--- src/rtl/hub75_scan_ctrl.sv ---
// HUB75 row/bit-plane scan sequencer: row preload/swap, column streaming, latch and BCM blanking.
// Optional anti-ghosting blank guard after each SHOW: define HUB75_SCAN_GHOST_GUARD_EN.
module hub75_scan_ctrl #(
  parameter int N_ROWS       = 32,
  parameter int N_COLS       = 64,
  parameter int N_PLANES     = 8,
  parameter int GUARD_CYCLES = 4,
  parameter int LOG_N_ROWS   = $clog2(N_ROWS),
  parameter int LOG_N_COLS   = $clog2(N_COLS),
  parameter int LOG_N_PLANES = $clog2(N_PLANES)
) (
  input  logic                    clk,
  input  logic                    rst,
  input  logic                    ctrl_run,
  input  logic [7:0]              cfg_bcm_lsb,
  output logic [LOG_N_ROWS-1:0]   rd_row_addr,
  output logic                    rd_row_load,
  input  logic                    rd_row_rdy,
  output logic                    rd_row_swap,
  output logic [LOG_N_COLS-1:0]   rd_col_addr,
  output logic                    rd_en,
  output logic                    sh_valid,
  output logic [LOG_N_PLANES-1:0] sh_plane,
  output logic [LOG_N_ROWS-1:0]   phy_addr,
  output logic                    phy_le,
  output logic                    phy_blank,
  output logic                    frame_start
);

  localparam int TW = 8 + N_PLANES - 1;

  typedef enum logic [3:0] {
    S_IDLE, S_PRIME, S_SWAP, S_SHIFT, S_SETTLE, S_LATCH, S_SHOW, S_GUARD, S_NEXT, S_DRAIN
  } state_t;

  state_t                  r_state;
  logic [LOG_N_ROWS-1:0]   r_cur_row;
  logic [LOG_N_PLANES-1:0] r_plane;
  logic [TW-1:0]           r_timer;
  logic                    r_settle;
  logic [LOG_N_ROWS-1:0]   r_rd_row_addr;
  logic                    r_rd_row_load;
  logic                    r_rd_row_swap;
  logic [LOG_N_COLS-1:0]   r_rd_col_addr;
  logic                    r_rd_en;
  logic                    r_sh_valid;
  logic [LOG_N_PLANES-1:0] r_sh_plane;
  logic [LOG_N_ROWS-1:0]   r_phy_addr;
  logic                    r_phy_le;
  logic                    r_phy_blank;
  logic                    r_frame_start;
`ifdef HUB75_SCAN_GHOST_GUARD_EN
  localparam int GW = $clog2(GUARD_CYCLES + 1);
  logic [GW-1:0]           r_guard;
`endif

  logic [LOG_N_ROWS-1:0] w_row_inc;
  logic                  w_last_plane;
  logic [7:0]            w_lsb;
  logic [TW-1:0]         w_show_len;

  assign w_row_inc    = (r_cur_row == LOG_N_ROWS'(N_ROWS - 1)) ? '0 : r_cur_row + 1'b1;
  assign w_last_plane = (r_plane == LOG_N_PLANES'(N_PLANES - 1));
  assign w_lsb        = (cfg_bcm_lsb == 8'd0) ? 8'd1 : cfg_bcm_lsb;
  assign w_show_len   = TW'(w_lsb) << r_plane;

  always_ff @(posedge clk) begin
    if (!rst) begin
      r_state       <= S_IDLE;
      r_cur_row     <= '0;
      r_plane       <= '0;
      r_timer       <= '0;
      r_settle      <= 1'b0;
      r_rd_row_addr <= '0;
      r_rd_row_load <= 1'b0;
      r_rd_row_swap <= 1'b0;
      r_rd_col_addr <= '0;
      r_rd_en       <= 1'b0;
      r_sh_valid    <= 1'b0;
      r_sh_plane    <= '0;
      r_phy_addr    <= '0;
      r_phy_le      <= 1'b0;
      r_phy_blank   <= 1'b1;
      r_frame_start <= 1'b0;
`ifdef HUB75_SCAN_GHOST_GUARD_EN
      r_guard       <= '0;
`endif
    end else begin
      r_rd_row_load <= 1'b0;
      r_rd_row_swap <= 1'b0;
      r_frame_start <= 1'b0;
      r_phy_le      <= 1'b0;
      r_sh_valid    <= r_rd_en;
      r_sh_plane    <= r_plane;
      case (r_state)
        S_IDLE: begin
          if (ctrl_run) begin
            r_rd_row_load <= 1'b1;
            r_rd_row_addr <= '0;
            r_state       <= S_PRIME;
          end
        end
        // rdy seen during the load cycle is stale (previous buffer), so ignore it there.
        S_PRIME: begin
          if (rd_row_rdy && !r_rd_row_load) begin
            r_rd_row_swap <= 1'b1;
            r_rd_row_load <= 1'b1;
            r_rd_row_addr <= w_row_inc;
            r_state       <= S_SWAP;
          end
        end
        S_SWAP: begin
          r_plane       <= '0;
          r_rd_en       <= 1'b1;
          r_rd_col_addr <= '0;
          r_frame_start <= (r_cur_row == '0);
          r_state       <= S_SHIFT;
        end
        S_SHIFT: begin
          if (r_rd_col_addr == LOG_N_COLS'(N_COLS - 1)) begin
            r_rd_en  <= 1'b0;
            r_settle <= 1'b0;
            r_state  <= S_SETTLE;
          end else begin
            r_rd_col_addr <= r_rd_col_addr + 1'b1;
          end
        end
        S_SETTLE: begin
          if (r_settle) begin
            r_phy_le   <= 1'b1;
            r_phy_addr <= r_cur_row;
            r_state    <= S_LATCH;
          end else begin
            r_settle <= 1'b1;
          end
        end
        S_LATCH: begin
          r_phy_blank <= 1'b0;
          r_timer     <= w_show_len;
          r_state     <= S_SHOW;
        end
        S_SHOW: begin
          if (r_timer == TW'(1)) begin
            r_phy_blank <= 1'b1;
`ifdef HUB75_SCAN_GHOST_GUARD_EN
            r_guard     <= GW'(GUARD_CYCLES);
            r_state     <= S_GUARD;
`else
            if (!w_last_plane) begin
              r_plane       <= r_plane + 1'b1;
              r_rd_en       <= 1'b1;
              r_rd_col_addr <= '0;
              r_state       <= S_SHIFT;
            end else begin
              r_cur_row <= w_row_inc;
              r_state   <= S_NEXT;
            end
`endif
          end else begin
            r_timer <= r_timer - 1'b1;
          end
        end
`ifdef HUB75_SCAN_GHOST_GUARD_EN
        S_GUARD: begin
          if (r_guard <= GW'(1)) begin
            if (!w_last_plane) begin
              r_plane       <= r_plane + 1'b1;
              r_rd_en       <= 1'b1;
              r_rd_col_addr <= '0;
              r_state       <= S_SHIFT;
            end else begin
              r_cur_row <= w_row_inc;
              r_state   <= S_NEXT;
            end
          end else begin
            r_guard <= r_guard - 1'b1;
          end
        end
`endif
        S_NEXT: begin
          if (!ctrl_run) begin
            r_state <= S_DRAIN;
          end else if (rd_row_rdy) begin
            r_rd_row_swap <= 1'b1;
            r_rd_row_load <= 1'b1;
            r_rd_row_addr <= w_row_inc;
            r_state       <= S_SWAP;
          end
        end
        S_DRAIN: begin
          if (rd_row_rdy) begin
            r_cur_row <= '0;
            r_state   <= S_IDLE;
          end
        end
        default: r_state <= S_IDLE;
      endcase
    end
  end

  assign rd_row_addr = r_rd_row_addr;
  assign rd_row_load = r_rd_row_load;
  assign rd_row_swap = r_rd_row_swap;
  assign rd_col_addr = r_rd_col_addr;
  assign rd_en       = r_rd_en;
  assign sh_valid    = r_sh_valid;
  assign sh_plane    = r_sh_plane;
  assign phy_addr    = r_phy_addr;
  assign phy_le      = r_phy_le;
  assign phy_blank   = r_phy_blank;
  assign frame_start = r_frame_start;

endmodule

--- config.mk ---
export PLATFORM = sky130hd
export DESIGN_NAME = hub75_scan_ctrl
export DESIGN_NICKNAME = d
export VERILOG_FILES = /design/src/rtl/hub75_scan_ctrl.sv
export SDC_FILE = /design/constraint.sdc
export NUM_CORES = 1
export LEC_CHECK = 0
export BUFFER_PORTS_ARGS = -buffer_cell sky130_fd_sc_hd__buf_2
export CAP_MARGIN = 20
export CORE_ASPECT_RATIO = 0.8
export CORE_MARGIN = 2
export CORE_UTILIZATION = 50
export DETAILED_ROUTE_END_ITERATION = 8
export GPL_TIMING_DRIVEN = 1
export MAX_ROUTING_LAYER = met4
export PLACE_DENSITY = 0.7
export SKIP_LAST_GASP = 1
export SYNTH_ARGS = -nofsm -noshare
export SYNTH_HDL_FRONTEND = slang
export SYNTH_SLANG_ARGS = --single-unit
--- constraint.sdc ---
create_clock -name clk -period 2.6 [get_ports clk]
set_clock_uncertainty 0.05 [all_clocks]
set_input_delay 0.39 -clock clk [delete_from_list [all_inputs] [get_ports clk]]
set_output_delay 0.39 -clock clk [all_outputs]
set_load 0.02 [all_outputs]
==> results of run 1 <==
## power by group through the flow
stage	combinational (uW)	sequential [uW]	clock (uW)
finish	582	920	523
global route	640	928	565
CTS	577	921	539
detailed placement	572	939	0
global placement	570	936	0
floorplan	356	987	0
## state kept, by name (all words and copies together), names as in the netlist
name         cells
r_timer         15
rd_col_addr      6
phy_addr         5
r_cur_row        5
rd_row_addr      5
r_state          4
r_plane          3
sh_plane         3
frame_start      1
phy_blank        1
phy_le           1
r_settle         1
rd_en            1
rd_row_load      1
rd_row_swap      1
sh_valid         1
## area by class of cell
cell class / instances / area, um2
multi-input combinational: 318 / 1990
inverter: 9 / 33.8
timing repair buffer: 55 / 320
clock buffer: 6 / 82.6
sequential: 54 / 1080
clock inverter: 2 / 16.3
fill: 620 / 2680
tap: 84 / 105
## layout by cell type, fill, tap and decap left out, types with 3 or more instances in the layout
master	n
nor2_1	37
o22ai_1	6
ha_1	8
a211oi_1	6
o31ai_1	4
a22oi_1	6
xnor2_1	4
or4_1	3
mux2_2	6
nor4_1	4
mux2i_1	4
nor2b_1	4
dfxtp_1	54
a31oi_1	4
clkbuf_8	6
o21a_1	4
and3_1	6
buf_4	18
o21ai_1	5
o21ai_0	28
or3_1	3
a221oi_1	4
nand4_1	6
nand2b_1	7
buf_2	37
nor4_2	3
inv_1	9
and4_1	4
nor3_1	11
nand3_1	10
and2_1	6
a21oi_1	41
nand2_1	44
nor4b_1	3
o211ai_1	6
## per-stage QoR
stage | setup slack (ps) | hold slack (ps) | area (um2)
4_1_cts | 437 | 331 | 3630
5_1_grt | 180 | 339 | 3630
3_5_place_dp | 434 | 399 | 3530
2_1_floorplan | 642 | 395 | 3230
6_report | 420 | 344 | 3630
3_3_place_gp | 483 | 393 | 3530
## per-layer routing
layer / global-route usage / part of all wire / vias up
met4: 0.0564 / 0.0087 / 0
met1: 0.338 / 0.48 / 1476
met2: 0.387 / 0.45 / 115
met3: 0.0336 / 0.066 / 8
li1: - / - / 1583
met5: - / 0 / -
## path summary, 6_finish.rpt
kind / cells after the start / slack [ps] / endpoint
worst max register to register: 5 / 420 / r_timer[13]
worst min register to register: 2 / 410 / phy_addr[3]
worst min-delay path: 2 / 340 / rd_row_swap
worst max-delay path: 5 / 420 / r_timer[13]
## cell families after synthesis
logic type	Yosys count	share of synthesized area
and+or+nand+nor	164	0.274
buffers and inverters	39	0.0489
xor gates and xnor gates	6	0.0163
DFF	54	0.335
adders and majority gates	8	0.0310
AOI/OAI and AO/OA	128	0.248
muxes	12	0.0473
==> flow_metrics.py, run 1 <==
metrics = {
    "timing": {
        "finalHoldViolCount": 0,
        "maxSlewHeadroom": 0.450,
        "period_share": 0.838,
        "setup_viol": 0,
        "tns_ps": 0,
        "rsz0062_at_grt": "false",
        "max_freq_mhz": 459,
        "slew_violations": 0,
        "min_period_ps": 2180,
        "tightestPinTransition_ps": 825,
    },
    "worst_setup_path": {
        "crit_path_start": "r_timer[7]",
        "cp_max_fo": 11,
        "arrival_ps": 2370,
        "critical_path_buf_inv_count": 0,
        "crit_path_frequent_cell": "a21oi_1",
        "criticalPathCategory": "reg2reg",
        "slowest_delay_ps": 700,
        "start_kind": "flip-flop",
        "reg2reg_from": "r_timer[7]",
        "crit_family": "compound AO/OA/AOI/OAI gates",
        "critPathCaptureType": "flip-flop",
        "cp_cell_sequence": "nor4_2, nand4_1, a21oi_1, o21ai_0, a21oi_1",
        "required_ps": 2790,
        "cpMaxStageDelayCell": "a21oi_1",
    },
    "final_layout": {
        "layout-drive-gt1-share": 0.178,
        "antenna_cells": 0,
        "area_growth_pct": 12.4,
        "final_core_util": 0.575,
        "nets": 463,
        "instances_no_fill": 528,
    },
    "pwr": {
        "total_power_uw": 2030,
        "p_leak_uw": 0.00141,
        "peakVddDrop_v": 0.000238,
        "seqPwrFrac": 0.454,
        "cellPowerDensity_nw_per_um2": 559,
        "pwr-share-comb": 0.287,
        "swShare": 0.346,
        "p_clk_frac": 0.258,
        "switchingPower_uw": 702,
        "intPower_uw": 1320,
    },
    "floorplan": {
        "die_area_um2": 7120,
        "std_cell_rows": 26,
        "die_w_um": 93.8,
        "fp.dieH_um": 75.9,
        "ios": 38,
        "core_area_um2": 6310,
        "initial_core_util": 0.511,
    },
    "place": {
        "hpwlAfterDp_um": 5970,
        "gp_congestion": 0.924,
        "numPortBuffers": 37,
        "dp.cells": 520,
    },
    "clock_tree": {
        "cts_buffer_depth": 2,
        "h-tree-depth": 2,
        "post_cts_buffers": 0,
        "cts_resized": 0,
        "clock_latency_ps": 320,
        "cts_buffers": 5,
        "cts_root_buffer": "clkbuf_8",
        "cts_tree": "yes",
        "holdBufCountCts": 0,
        "clkTransAtPathRegs_ps": 100,
        "cts_num_sinks": 54,
    },
    "global_route": {
        "grt_pass1_vias": 2747,
        "grt_pass1_wl_um": 13500,
        "grt_remaining_overflow": 0,
        "grt_usage": 0.245,
        "grt_max_degree": 27,
        "antenna_found_initial": 0,
    },
    "route": {
        "dr.pass1.iters": 5,
        "viasPerCell": 6.03,
        "drt_iter0_drc": 215,
        "vias": 3182,
        "routed_wl_um": 8250,
        "drc": 0,
        "avgRoutedWirePerCell_um": 15.6,
        "antenna_left": 0,
    },
    "logic_synthesis": {
        "synthTopCellsByArea": "dfxtp_1 34%, a21oi_1 6.4%, nand2_1 5.1%",
        "netlist_instances": 411,
        "netlist_area_um2": 3230,
        "netlist.area_leader.share": 0.335,
        "async_flop_share": 0,
        "postSynthAreaPerCell_um2": 7.85,
        "yosys_warnings": 0,
        "ys_types": 58,
        "ys_seq_area_frac": 0.335,
        "synth_top_area_cell": "dfxtp_1",
        "synth_common_cells": "54 x dfxtp_1, 44 x nand2_1, 41 x a21oi_1",
        "synth_edf_count": 0,
        "synth_fp_nets": 431,
        "ys_ff_latch": 54,
        "synth-main-ff-cell": "dfxtp_1",
        "synth_most_common_cell": "dfxtp_1",
    },
    "hold_path": {
        "hold_start": "rd_row_rdy",
        "worstHoldPathType": "in2reg",
    },
    "job": {
        "drv_cap": 0,
    },
    "outcome": {
        "status": "complete, no violations",
    },
}
No activity file was read; power rests on OpenSTA's default activity.
==> inputs of run 2 (changes only) <==
==> constraint.sdc (replaced) <==
create_clock -name clk -period 2.25 [get_ports clk]
set_clock_uncertainty 0.05 [all_clocks]
set_input_delay 0.3375 -clock clk [delete_from_list [all_inputs] [get_ports clk]]
set_output_delay 0.3375 -clock clk [all_outputs]
set_load 0.02 [all_outputs]
==> run 2 against run 1 <==
Net effect: combinational power increased by 10%; register-to-register slack got worse by 310 ps; global-route usage decreased by 0.15 points; sequential share of layout area decreased by 0.54 points; clock power increased by 13%; clock-buffer cell count unchanged; flip-flop and latch count unchanged; cell count increased by 1.5%; critical path depth unchanged; design area increased by 1.9%; total power increased by 15%; core utilization increased by 1.1 points; critical path type unchanged.
==> flow_metrics.py, run 2 (synthesis gave the netlist of run 1 again) <==
metrics = {
    "outcome": {
        "status": "complete, no violations",
    },
    "final_layout": {
        "final_common_cell": "dfxtp_1",
        "nets": 471,
        "final_area_um2": 3690,
        "regMostFlops": "r_timer",
        "final_core_util": 0.585,
        "largest_reg_flops": 15,
        "layout-drive-gt1-share": 0.197,
        "layout_common_cells": "54 x dfxtp_1, 44 x nand2_1, 41 x a21oi_1",
        "antenna_cells": 0,
        "area_growth_pct": 14.5,
    },
    "worst_setup_path": {
        "endpoint": "rd_col_addr[4]",
        "required_ps": 2450,
        "criticalPathCategory": "reg2reg",
        "reg2reg_depth": 5,
        "cp_max_fo": 8,
        "arrival_ps": 2340,
        "reg2reg_from": "r_timer[7]",
        "start_kind": "flip-flop",
        "r2r-end": "rd_col_addr[4]",
        "critPathCaptureType": "flip-flop",
        "reg2reg_slack_ps": 110,
        "crit_path_start": "r_timer[7]",
    },
    "route": {
        "drt_iter0_drc": 180,
        "vias": 3206,
        "routed_wl_um": 8360,
        "antenna_left": 0,
        "drc": 0,
        "viasPerCell": 5.98,
        "avgRoutedWirePerCell_um": 15.6,
        "dr.pass1.iters": 5,
    },
    "pwr": {
        "p_leak_uw": 0.00145,
        "peakVddDrop_v": 0.000261,
        "cellPowerDensity_nw_per_um2": 629,
        "total_power_uw": 2320,
    },
    "timing": {
        "tns_ps": 0,
        "maxSlewHeadroom": 0.605,
        "max_freq_mhz": 468,
        "period_share": 0.950,
        "slew_violations": 0,
        "finalHoldViolCount": 0,
        "min_period_ps": 2140,
        "tightestPinTransition_ps": 593,
        "setup_viol": 0,
        "rsz0062_at_grt": "false",
    },
    "clock_tree": {
        "cts_tree": "yes",
        "cts_root_buffer": "clkbuf_8",
        "cts_buffer_depth": 2,
        "clock_latency_ps": 310,
        "cts_num_sinks": 54,
        "clkTransAtPathRegs_ps": 110,
        "holdBufCountCts": 0,
        "cts_buffers": 5,
        "h-tree-depth": 2,
    },
    "job": {
        "drv_cap": 0,
    },
    "floorplan": {
        "initial_core_util": 0.511,
        "ios": 38,
        "fp.dieH_um": 75.9,
        "die_w_um": 93.8,
        "die_area_um2": 7120,
        "std_cell_rows": 26,
        "core_area_um2": 6310,
    },
    "place": {
        "hpwlAfterDp_um": 6090,
        "numPortBuffers": 37,
        "gp_congestion": 0.909,
        "placedInstanceArea_um2": 3590,
    },
    "hold_path": {
        "worstHoldPathType": "in2reg",
        "hold_depth": 2,
    },
    "global_route": {
        "antenna_found_initial": 0,
        "grt_remaining_overflow": 0,
        "grt_pass1_wl_um": 13400,
        "grt_usage": 0.244,
        "grt_max_degree": 27,
        "grt_pass1_vias": 2749,
    },
}
-- run 2: cell types whose count changed in the layout (fill, tap and decap cells not counted), sizes merged --
| cell | change |
|---|---|
| clkinvlp | -1 |
| clkinv | +2 |
| inv | -1 |
| buf | +8 |
-- run 2: where the power goes --
group          switching [uW]  total (uW)  internal [uW]  leakage (uW)
logic                     391         641            250      0.000963
clock network             336         590            254     0.0000514
registers                67.4        1090           1020      0.000437
total                     795        2320           1530       0.00145
-- run 2: area by class of cell --
| type | count | area, um2 |
|---|---|---|
| fill | 605 | 2620 |
| multi-input combinational | 318 | 1990 |
| sequential | 54 | 1080 |
| timing repair buffer | 63 | 380 |
| tap | 84 | 105 |
| clock buffer | 6 | 82.6 |
| inverter | 9 | 33.8 |
| clock inverter | 2 | 17.5 |
-- run 2: what timing repair did --
item	in CTS	in global routing
setup endpoints to repair	0	14
gates resized for setup	0	3
setup buffers	0	0
-- run 2: how the worst min path moves through the flow --
stage	start	end
final	rd_row_rdy	rd_row_swap
after global routing	rd_row_rdy	rd_row_swap
after CTS	rd_row_rdy	rd_row_swap
after floorplan	r_cur_row[4]	frame_start
after detailed placement	phy_addr[3]	phy_addr[3]
after global placement	phy_addr[3]	phy_addr[3]
-- run 2: routing by layer --
metal	global-route usage	share of wire
met1	0.338	0.49
met2	0.375	0.45
met4	0.0612	0.011
met5	-	0
met3	0.0376	0.056
-- run 2: stage by stage --
| stage | hold slack (ps) | instances | setup slack, ps |
|---|---|---|---|
| after floorplan | 395 | 411 | 292 |
| after global placement | 394 | 528 | 67.0 |
| after detailed placement | 399 | 528 | 66.4 |
| after CTS | 282 | 536 | 38.4 |
| after global routing | 288 | 536 | 10.6 |
| final | 289 | 536 | 112 |
-- run 2: critical path, stage by stage (launching register included) --
cell	delay, ps
dfxtp_1	370
nor4_2	470
and4_2	440
o211ai_4	110
or4_1	480
a21oi_1	150
==> inputs of run 3 (changes only) <==
--- a/config.mk
+++ b/config.mk
@@ -9,11 +9,11 @@
 export CAP_MARGIN = 20
 export CORE_ASPECT_RATIO = 0.8
 export CORE_MARGIN = 2
-export CORE_UTILIZATION = 50
+export CORE_UTILIZATION = 58
 export DETAILED_ROUTE_END_ITERATION = 8
 export GPL_TIMING_DRIVEN = 1
 export MAX_ROUTING_LAYER = met4
-export PLACE_DENSITY = 0.7
+export PLACE_DENSITY = 0.79
 export SKIP_LAST_GASP = 1
 export SYNTH_ARGS = -nofsm -noshare
 export SYNTH_HDL_FRONTEND = slang
==> run 3 against run 2 <==
Net effect: cell count is 4.5% lower; critical path type unchanged; global-route usage is 3.2 points higher; critical endpoint unchanged; die area is 13% lower; combinational power hardly changed; total power is 3.7% higher; register-to-register slack hardly changed; sequential share of layout area is 0.23 points higher; largest power group unchanged; non-clock buffer count is 5 lower; clock power is 17% higher; highest routed layer unchanged.
==> flow_metrics.py, run 3 (synthesis gave the netlist of run 1 again) <==
metrics = {
    "route": {
        "viasPerCell": 6.32,
        "routed_wl_um": 8040,
        "antenna_left": 0,
        "dr.pass1.iters": 4,
        "drt_iter0_drc": 210,
        "vias": 3236,
        "drc": 0,
        "avgRoutedWirePerCell_um": 15.7,
    },
    "clock_tree": {
        "cts_num_sinks": 54,
        "cts_tree": "yes",
        "holdBufCountCts": 0,
        "clock_latency_ps": 320,
        "cts_buffers": 5,
        "cts_buffer_depth": 2,
        "h-tree-depth": 2,
        "clkTransAtPathRegs_ps": 100,
        "cts_root_buffer": "clkbuf_8",
    },
    "final_layout": {
        "nets": 466,
        "regArea_um2": 1080,
        "nFillCells": 462,
        "multi_input_area_um2": 1990,
        "largest_reg_flops": 15,
        "final_common_cell": "dfxtp_1",
        "layout_common_cells": "54 x dfxtp_1, 44 x nand2_1, 41 x a21oi_1",
        "instances_no_fill": 512,
        "regMostFlops": "r_timer",
        "antenna_cells": 0,
        "layout-drive-gt1-share": 0.188,
        "area_growth_pct": 13.6,
    },
    "hold_path": {
        "worstHoldPathType": "in2reg",
    },
    "timing": {
        "period_share": 0.948,
        "slew_violations": 0,
        "max_freq_mhz": 469,
        "setup_viol": 0,
        "maxSlewHeadroom": 0.573,
        "rsz0062_at_grt": "false",
        "tightestPinTransition_ps": 640,
        "tns_ps": 0,
        "min_period_ps": 2130,
        "whs_ps": 291,
        "finalHoldViolCount": 0,
    },
    "global_route": {
        "grt_pass1_vias": 2851,
        "grt_pass1_wl_um": 13500,
        "grt_remaining_overflow": 0,
        "antenna_found_initial": 0,
        "grt_usage": 0.276,
        "grt_max_degree": 27,
    },
    "worst_setup_path": {
        "critPathCaptureType": "flip-flop",
        "crit_family": "simple AND/OR/NAND/NOR gates",
        "cp_max_fo": 8,
        "cp_cell_sequence": "nor4_2, and4_2, o211ai_4, or4_1, a21oi_1",
        "start_kind": "flip-flop",
        "cpMaxStageDelayCell": "or4_1",
        "criticalPathCategory": "reg2reg",
        "required_ps": 2460,
        "slowest_delay_ps": 490,
        "critical_path_buf_inv_count": 0,
        "arrival_ps": 2340,
        "reg2reg_slack_ps": 120,
    },
    "place": {
        "gp_congestion": 0.961,
        "hpwlAfterDp_um": 5930,
        "numPortBuffers": 37,
        "dp.cells": 504,
    },
    "pwr": {
        "peakVddDrop_v": 0.000343,
        "p_leak_uw": 0.00145,
        "cellPowerDensity_nw_per_um2": 657,
    },
    "floorplan": {
        "die_w_um": 87.4,
        "ios": 38,
        "core_area_um2": 5410,
        "initial_core_util": 0.597,
        "die_area_um2": 6180,
        "std_cell_rows": 24,
        "fp.dieH_um": 70.7,
    },
    "outcome": {
        "status": "complete, no violations",
    },
    "job": {
        "drv_cap": 0,
    },
}
-- run 3: cell count changes in the layout (fill, tap and decap cells not counted) --
cell,before,now
buf_12,0,1
buf_4,26,20
clkinv_4,2,0
bufinv_16,0,1
inv_6,0,1
a2111oi_0,1,2
a2111oi_1,1,0
-- run 3: what timing repair did --
item                                    CTS  global route
resized for setup                         1             1
gates cloned                              0             0
buffers inserted                          0             0
pin swaps                                 0             0
endpoints found under the setup margin    1             2
-- run 3: routing by layer --
| metal | routed length, um | global-route usage | share of wire |
|---|---|---|---|
| met1 | 3740 | 0.386 | 0.46 |
| met2 | 3730 | 0.423 | 0.46 |
| met3 | 442 | 0.0315 | 0.055 |
| met4 | 130 | 0.0769 | 0.016 |
| met5 | 0 | - | 0 |
-- run 3: final timing paths --
| kind | startpoint | to | cells after the start |
|---|---|---|---|
| max | r_timer[7] | rd_col_addr[4] | 5 |
| min | rd_row_rdy | rd_row_swap | 2 |
| max reg2reg | r_timer[7] | rd_col_addr[4] | 5 |
| min reg2reg | phy_addr[1] | phy_addr[1] | 2 |
-- run 3: power breakdown --
group | switching (uW) | internal [uW]
clock | 327 | 366
combinational | 403 | 239
sequential | 50.4 | 1020
-- run 3: worst register-to-register path: cells and delay by family (launching register included) --
kind | cells | cell delay (ps)
AND/OR/NAND/NOR | 3 | 1400
flip-flops | 1 | 370
AO/OA/AOI/OAI | 2 | 260
-- run 3: stage by stage --
stage / setup WS, ps / total power (uW) / cell area [um2] / utilization
floorplan: 292 / 1550 / 3230 / -
CTS: 77.5 / 2420 / 3660 / 0.678
global route: 10.2 / 2540 / 3670 / 0.678
detailed placement: 62.9 / 1730 / 3540 / 0.655
finish: 118 / 2410 / 3670 / 0.678
global placement: 78.7 / 1720 / 3540 / 0.655
-- run 3: area by class of cell --
cell class | count | share of cell area
sequential | 54 | 0.295
inverter | 9 | 0.00922
clock buffer | 6 | 0.0225
clock inverter | 2 | 0.0106
multi-input combinational | 318 | 0.544
tap | 65 | 0.0222
timing repair buffer | 58 | 0.0969
